$ cat src/rtl/lut_ram_fifo_ctrl.sv
// rtl/lut_ram_fifo_ctrl.sv - valid/ready FIFO controller driving an external LUT RAM with a registered output stage
module lut_ram_fifo_ctrl #(
    parameter int WIDTH = 32,
    parameter int DEPTH = 16
) (
    input  logic                       clk,
    input  logic                       rst_n,
    input  logic                       flush,
    input  logic                       in_valid,
    output logic                       in_ready,
    input  logic [WIDTH-1:0]           in_data,
    output logic                       out_valid,
    input  logic                       out_ready,
    output logic [WIDTH-1:0]           out_data,
    output logic                       ram_write,
    output logic [$clog2(DEPTH)-1:0]   ram_waddr,
    output logic [WIDTH-1:0]           ram_wdata,
    output logic [$clog2(DEPTH)-1:0]   ram_raddr,
    input  logic [WIDTH-1:0]           ram_rdata,
    output logic [$clog2(DEPTH+2)-1:0] count
);

    localparam int AW = $clog2(DEPTH);
    localparam int CW = $clog2(DEPTH + 2);

    logic [AW-1:0] wptr;
    logic [AW-1:0] rptr;
    logic [CW-1:0] ram_cnt;
    logic          push;
    logic          pop;
    logic          load;

    // in_ready looks only at registered occupancy, so a pop at full frees a slot one cycle later
    assign in_ready  = (ram_cnt != CW'(DEPTH));
    assign push      = in_valid & in_ready;
    assign pop       = out_valid & out_ready;
    assign ram_write = push & ~flush;
    assign load      = (ram_cnt != '0) & (~out_valid | pop) & ~flush;

    assign ram_waddr = wptr;
    assign ram_wdata = in_data;
    assign ram_raddr = rptr;
    assign count     = ram_cnt + CW'(out_valid);

    always_ff @(posedge clk or negedge rst_n) begin
        if (!rst_n) begin
            wptr      <= '0;
            rptr      <= '0;
            ram_cnt   <= '0;
            out_valid <= 1'b0;
            out_data  <= '0;
        end else if (flush) begin
            wptr      <= '0;
            rptr      <= '0;
            ram_cnt   <= '0;
            out_valid <= 1'b0;
        end else begin
            if (ram_write) begin
                wptr <= wptr + 1'b1;
            end
            if (load) begin
                out_data  <= ram_rdata;
                out_valid <= 1'b1;
                rptr      <= rptr + 1'b1;
            end else if (pop) begin
                out_valid <= 1'b0;
            end
            ram_cnt <= ram_cnt + CW'(ram_write) - CW'(load);
        end
    end

    a_cnt_range: assert property (@(posedge clk) disable iff (!rst_n)
        ram_cnt <= CW'(DEPTH));

    a_no_push_full: assert property (@(posedge clk) disable iff (!rst_n)
        ram_write |-> in_ready);

    a_out_stable: assert property (@(posedge clk) disable iff (!rst_n)
        (out_valid && !out_ready) |=> (out_data == $past(out_data)));

endmodule

$ cat config.mk
export PLATFORM = sky130hd
export DESIGN_NAME = lut_ram_fifo_ctrl
export DESIGN_NICKNAME = d
export VERILOG_FILES = /design/src/rtl/lut_ram_fifo_ctrl.sv
export SDC_FILE = /design/constraint.sdc
export NUM_CORES = 1
export LEC_CHECK = 0
export BUFFER_PORTS_ARGS = -buffer_cell sky130_fd_sc_hd__buf_2
export CORE_UTILIZATION = 40
export DETAILED_ROUTE_END_ITERATION = 16
export GPL_TIMING_DRIVEN = 0
export PLACE_DENSITY = 0.75
export SETUP_SLACK_MARGIN = 0.15
export SLEW_MARGIN = 20
export SYNTH_ARGS = -nofsm -noshare
export SYNTH_HDL_FRONTEND = slang
export SYNTH_SLANG_ARGS = --single-unit
export TNS_END_PERCENT = 5
$ cat constraint.sdc
create_clock -name clk -period 3.8 [get_ports clk]
set_clock_uncertainty 0.05 [all_clocks]
set_input_delay 0.38 -clock clk [delete_from_list [all_inputs] [get_ports clk]]
set_output_delay 0.38 -clock clk [all_outputs]
set_load 0.005 [all_outputs]
==> flow_summary.json, run 1 <==
{
  "synth_xor_area_frac": 0.0395,
  "vias": 1715,
  "clockBufferDepth": 2,
  "yosys_warnings": 0,
  "synth-edff-count": 0,
  "synth_area_per_cell_um2": 13.0,
  "fin_ws_ns": 0.635,
  "regToRegSetupSlack_ns": 0.64,
  "cts_setup_buffers": 0,
  "hold_path_class": "primary input to asynchronous set/reset pin",
  "synthToLayoutAreaGrowth_pct": 32.2,
  "dieWidth_um": 80.1,
  "grt_pass1_wl_mm": 6.46,
  "fillers": 530,
  "die_area_um2": 6410,
  "ys.flop_type": "dfrtp_1",
  "finalMaxSlewViolations": 0,
  "via_per_inst": 4.45,
  "clock-root-buffer": "clkbuf_8",
  "drive_above_1_share": 0.616,
  "antenna_found_initial": 0,
  "rr_startpoint": "ram_cnt[2]$_DFF_PN0_",
  "cp-start-kind": "flop",
  "place_congestion": 0.749,
  "yosysTopAreaCellShare": 0.472,
  "synth-compound-area-share": 0.0185,
  "final_core_util": 0.548,
  "rsz0062_at_grt": "false",
  "core_um2": 5890,
  "wl_mm": 4.60,
  "synth-adder-area-share": 0.0698,
  "cts_tree": "yes",
  "grt-ovfl-total": 0,
  "yosys-top-cells-area": "dfrtp_1 47%, mux2_4 18%, buf_4 9.9%",
  "min_period_ns": 3.16,
  "synthTopCellsByCount": "46 x dfrtp_1, 32 x buf_4, 29 x mux2_4, 12 x ha_1, 10 x nor2_1",
  "drtIter0Drc": 40,
  "syn_area_um2": 2440,
  "synth.distinct_cells": 27,
  "yosys.area.top_type": "dfrtp_1",
  "cts_max_level": 2,
  "fmax_mhz": 316,
  "cp_data_required_time_ns": 3.95,
  "io_pins": 149,
  "maxSlewHeadroom": 0.620,
  "insertedDiodeCount": 0,
  "start_util": 0.414,
  "r2r_cells": 14,
  "die_y_um": 80.1,
  "fin_crit_sh": 0.833,
  "numPortBuffers": 115,
  "grt_max_degree": 47,
  "synth_nets": 270,
  "arrival_ns": 3.32,
  "synth_top_family_by_area": "multiplexers",
  "tightest_slew_ns": 0.570,
  "num_rows": 28,
  "first_pass_iters": 4,
  "synth_seq_area_share": 0.472,
  "p_leak_nw": 1.75,
  "fin_nets": 392,
  "synthMuxAreaShare": 0.192,
  "ys_ff_latch": 46,
  "outcome": "completed",
  "cts.sinks": 46,
  "worstSetupPathType": "flop to flop",
  "postCtsHoldBufs": 0,
  "reg2reg_to": "ram_cnt[4]$_DFF_PN0_",
  "ant_nets": 0,
  "cts_resized": 0,
  "clkLatencyLatePin_ns": 0.29,
  "track_usage": 0.133,
  "synth-async-reset-ratio": 1.00,
  "place_hpwl_mm": 3.55,
  "finalHoldViolations": 0,
  "final.setup.tns_ns": 0,
  "critPathMaxFanout": 10,
  "cts_buffers": 5,
  "cts.clk_slew.worst_paths_ns": 0.08,
  "finalSetupViolCount": 0,
  "crit_path_end_kind": "flop",
  "power.density_nw_per_um2": 693,
  "grt_pass1_vias": 1418,
  "ir_drop_mv": 0.266,
  "wl_per_cell_um": 11.9,
  "final-instance-count-excl-fill": 385,
  "drv_cap": 0,
  "dpl_worst_slack_ns": 0.611,
  "synth_most_common_cell": "dfrtp_1",
  "dp_cells": 378,
  "drcViolationCount": 0,
  "power_mw": 2.23,
  "synth_simple_gate_area_frac": 0.0800,
  "syn_inst": 188
}
-- per-layer routing --
layer | part of all wire | global-route usage | vias to the layer above
li1 | - | - | 832
met2 | 0.48 | 0.218 | 82
met1 | 0.44 | 0.174 | 799
met4 | 0.0035 | 0.0464 | 0
met3 | 0.070 | 0.0284 | 2
met5 | 0 | 0 | -
-- power breakdown --
group / internal [mW] / switching, mW / total (mW) / leakage (nW)
logic: 0.622 / 0.394 / 1.02 / 1.13
clock network: 0.210 / 0.152 / 0.363 / 0.0573
registers: 0.705 / 0.150 / 0.854 / 0.560
total: 1.54 / 0.696 / 2.23 / 1.75
-- metrics by stage --
step                instance area [um2]  hold slack, ns
floorplan                          2440          0.0344
global placement                   3110           0.437
detailed placement                 3110           0.441
CTS                                3220           0.244
global route                       3220          0.0701
finish                             3220          0.0393
-- cell families after synthesis --
logic type | after synthesis
xor gates and xnor gates | 11
muxes | 32
DFF | 46
AOI/OAI and AO/OA | 8
adders and majority gates | 13
and+or+nand+nor | 33
buffers and inverters | 45
-- how the worst max path moves through the flow --
stage                         startpoint                   end  slack [ns]  depth (start not counted)
floorplan           ram_cnt[2]$_DFF_PN0_  ram_cnt[4]$_DFF_PN0_        1.04                         14
global placement    ram_cnt[2]$_DFF_PN0_  ram_cnt[4]$_DFF_PN0_        0.71                         14
detailed placement  ram_cnt[2]$_DFF_PN0_  ram_cnt[4]$_DFF_PN0_        0.61                         14
CTS                 ram_cnt[2]$_DFF_PN0_  ram_cnt[4]$_DFF_PN0_        0.60                         14
global route        ram_cnt[2]$_DFF_PN0_  ram_cnt[4]$_DFF_PN0_        0.36                         14
finish              ram_cnt[2]$_DFF_PN0_  ram_cnt[4]$_DFF_PN0_        0.64                         14
-- cells in the final DEF, fill, tap and decap left out, types with 2 or more instances in the layout --
| master | count |
|---|---|
| a21oi_1 | 5 |
| buf_2 | 114 |
| buf_4 | 33 |
| buf_6 | 3 |
| clkbuf_8 | 6 |
| dfrtp_1 | 46 |
| ha_1 | 12 |
| inv_1 | 8 |
| mux2_2 | 3 |
| mux2_4 | 29 |
| nand2_1 | 5 |
| nand3_1 | 5 |
| nor2_1 | 10 |
| nor2b_1 | 4 |
| nor3_1 | 2 |
| nor3b_1 | 2 |
| xnor2_1 | 6 |
| xor2_1 | 5 |
-- area by class of cell --
type / count / area, um2 / share of cell area
Clock inverter: 1 / 30.0 / 0.00932
Multi-Input combinational cell: 97 / 976 / 0.303
Tap cell: 75 / 93.8 / 0.0291
Sequential cell: 46 / 1150 / 0.357
Clock buffer: 6 / 82.6 / 0.0256
Buffer: 37 / 282 / 0.0873
Timing Repair Buffer: 115 / 578 / 0.179
Inverter: 8 / 30.0 / 0.00932
-- state kept, by name, indices dropped and copies added (netlist names) --
register	cells
ram_raddr	4
ram_waddr	4
out_data	32
out_valid	1
ram_cnt	5
-- critical path, cell delays in order (launching register included) --
cell and delay, ns:
dfrtp_1 0.46, inv_1 0.10, ha_1 0.23, nor4b_4 0.16, nor3_4 0.40, buf_6 0.24, ha_1 0.24, inv_1 0.06
ha_1 0.16, inv_1 0.06, fa_1 0.37, nor2b_1 0.19, o21bai_1 0.10, nand3_1 0.08, nor3b_1 0.18
No activity file was read; power rests on OpenSTA's default activity.
==> run 2, diff against run 1 <==
- ABC_AREA: not set -> 1
- PLACE_DENSITY: 0.75 -> 0.77
- clock period: 3.8 -> 2.64 ns (I/O delays scaled with it)
==> flow_summary.json, run 2 <==
{
  "finalMaxSlewViolations": 0,
  "insertedDiodeCount": 0,
  "largest_reg_flops": 32,
  "drtIter0Drc": 62,
  "yosysTopAreaCellShare": 0.450,
  "die_y_um": 82.0,
  "p_leak_nw": 2.04,
  "yosys_warnings": 0,
  "slowest_delay_ns": 0.41,
  "final_core_util": 0.579,
  "drv_cap": 0,
  "dp_cells": 486,
  "ir_drop_mv": 0.408,
  "rsz0062_at_grt": "false",
  "drcViolationCount": 0,
  "place_congestion": 0.787,
  "worstSetupPathType": "flop to flop",
  "ys.flop_type": "dfrtp_1",
  "ys_ff_latch": 46,
  "synth.distinct_cells": 20,
  "critPathMaxFanout": 3,
  "layout_commonest_cell": "buf_2",
  "start_util": 0.422,
  "cp_num_buf_inv": 6,
  "final_cell_mix": "121 x buf_2, 95 x nand2_1, 49 x buf_4, 45 x dfrtp_1, 38 x nand4_1",
  "synthMuxAreaShare": 0,
  "antenna_found_initial": 0,
  "synth_seq_area_share": 0.450,
  "grt_max_degree": 47,
  "io_pins": 149,
  "core_um2": 6060,
  "die_area_um2": 6720,
  "critical_path.slowest_cell": "dfrtp_1",
  "synth_area_per_cell_um2": 8.64,
  "cts.sinks": 46,
  "power_mw": 3.34,
  "dieWidth_um": 82.0,
  "crit_family": "simple AND/OR/NAND/NOR gates",
  "cp_data_required_time_ns": 2.81,
  "synth_most_common_cell": "nand2_1",
  "synth-async-reset-ratio": 1.00,
  "cts_max_level": 2,
  "clock-root-buffer": "clkbuf_8",
  "syn_area_um2": 2560,
  "grt_pass1_vias": 2154,
  "wl_per_cell_um": 12.3,
  "synth_simple_gate_area_frac": 0.292,
  "vias": 2427,
  "grt_pass1_wl_mm": 9.68,
  "first_pass_iters": 4,
  "fin_crit_sh": 0.908,
  "yosys-top-cells-area": "dfrtp_1 45%, nand2_1 14%, buf_4 10%",
  "crit_path_end_kind": "flop",
  "outcome": "completed",
  "largest_register": "out_data",
  "final-instance-count-excl-fill": 508,
  "via_per_inst": 4.78,
  "finalHoldViolations": 0,
  "reg_top3": "out_data (32), ram_cnt (5)",
  "tightest_slew_ns": 0.589,
  "power.density_nw_per_um2": 951,
  "synth-compound-area-share": 0.00880,
  "drive_above_1_share": 0.457,
  "fmax_mhz": 417,
  "clockBufferDepth": 2,
  "synth-edff-count": 0,
  "synthToLayoutAreaGrowth_pct": 37.2,
  "synth_xor_area_frac": 0.0205,
  "synth_nets": 378,
  "synth_top_family_by_area": "simple AND/OR/NAND/NOR gates",
  "wl_mm": 6.25,
  "syn_inst": 296,
  "synth-adder-area-share": 0.0665,
  "numPortBuffers": 115,
  "yosys.area.top_type": "dfrtp_1",
  "cp-start-kind": "flop",
  "fin_nets": 514,
  "whs_ns": 0.0942,
  "cts_tree": "yes",
  "ant_nets": 0,
  "grt-ovfl-total": 0,
  "maxSlewHeadroom": 0.607,
  "track_usage": 0.189,
  "critical_path.most_common_cell": "inv_2",
  "min_period_ns": 2.40,
  "synthTopCellsByCount": "95 x nand2_1, 46 x dfrtp_1, 38 x nand4_1, 35 x buf_4, 16 x inv_1",
  "clkLatencyLatePin_ns": 0.29,
  "finalSetupViolCount": 0,
  "arrival_ns": 2.57,
  "cts.clk_slew.worst_paths_ns": 0.08,
  "fin_area_um2": 3510,
  "crit_chain": "inv_2 -> or2_1 -> buf_6 -> nand3_4 -> buf_8 -> inv_2 -> ha_4 -> inv_2 -> ha_4 -> inv_2 -> fa_2 -> nand3b_1 -> nand3_1 -> nand2_1 -> nor2_1",
  "cts_buffers": 5,
  "dpl_cell_area_um2": 3240,
  "hold_path_class": "primary input to flop",
  "place_hpwl_mm": 4.41,
  "num_rows": 28
}
[run 2: cell count changes after synthesis, moves of 4 or more]
cell	before	now
nand2_1	5	95
nand3_1	5	12
nor2b_1	4	0
buf_2	0	7
mux2_4	29	0
inv_1	8	16
xnor2_1	6	0
nand4_1	0	38
[run 2: final cells by class]
type	count	area (um2)
multi-input combinational	185	1050
buffer	48	354
timing repair buffer	129	686
tap	75	93.8
clock buffer	8	110
fill	562	2550
inverter	17	63.8
sequential	46	1150
[run 2: per-stage QoR]
stage / setup TNS (ns) / setup slack (ns)
after floorplan: 0 / 0.155
after global placement: -0.0901 / -0.0901
after detailed placement: -0.154 / -0.154
after CTS: 0 / 0.159
after global routing: 0 / 0.122
final: 0 / 0.242
[run 2: worst register-to-register path, cell delays in order, from the launching register on]
cell and delay [ns]:
dfrtp_1 0.41, inv_2 0.06, or2_1 0.25, buf_6 0.13
nand3_4 0.06, buf_8 0.10, inv_2 0.04, ha_4 0.22
inv_2 0.06, ha_4 0.12, inv_2 0.04, fa_2 0.35
nand3b_1 0.19, nand3_1 0.10, nand2_1 0.05, nor2_1 0.11
[run 2: routing by layer]
metal	up-vias	global-route usage	wire length [um]
li1	1210	-	-
met1	1104	0.225	2650
met2	109	0.340	3150
met3	4	0.0489	410
met4	0	0.0421	41
met5	-	0	0
[run 2: cells by family (layout without fill, tap and decap cells)]
| family | after synthesis | after routing |
|---|---|---|
| AOI/OAI and AO/OA | 4 | 4 |
| xor gates and xnor gates | 6 | 6 |
| adders and majority gates | 13 | 13 |
| buffers and inverters | 65 | 202 |
| DFF | 46 | 46 |
| and+or+nand+nor | 162 | 162 |
[run 2: path summary, 6_finish.rpt]
kind                                           from                       end  slack [ns]  cells after the start
max                           out_valid$_DFFE_PN0P_      ram_cnt[4]$_DFF_PN0_        0.24                     15
min                                       out_ready     out_valid$_DFFE_PN0P_        0.09                      2
max reg2reg                   out_valid$_DFFE_PN0P_      ram_cnt[4]$_DFF_PN0_        0.24                     15
min reg2reg                out_data[14]$_DFFE_PN0P_  out_data[14]$_DFFE_PN0P_        0.42                      2
max in group asynchronous                     rst_n      ram_cnt[1]$_DFF_PN0_        1.65                      2
min in group asynchronous                     rst_n      ram_cnt[2]$_DFF_PN0_        0.48                      2
[run 2: power by group]
group / switching [mW] / leakage, nW / internal (mW)
Combinational: 0.862 / 1.40 / 0.780
Sequential: 0.195 / 0.578 / 1.00
Clock: 0.237 / 0.0575 / 0.265
[run 2: timing repair]
action / in CTS / in global routing
pin swaps: 2 / 7
endpoints found under the hold margin: 0 / 46
hold buffers: 0 / 1
endpoints found under the setup margin: 3 / 1
gates cloned: 0 / 0
setup buffers: 4 / 9
gates resized for setup: 4 / 9
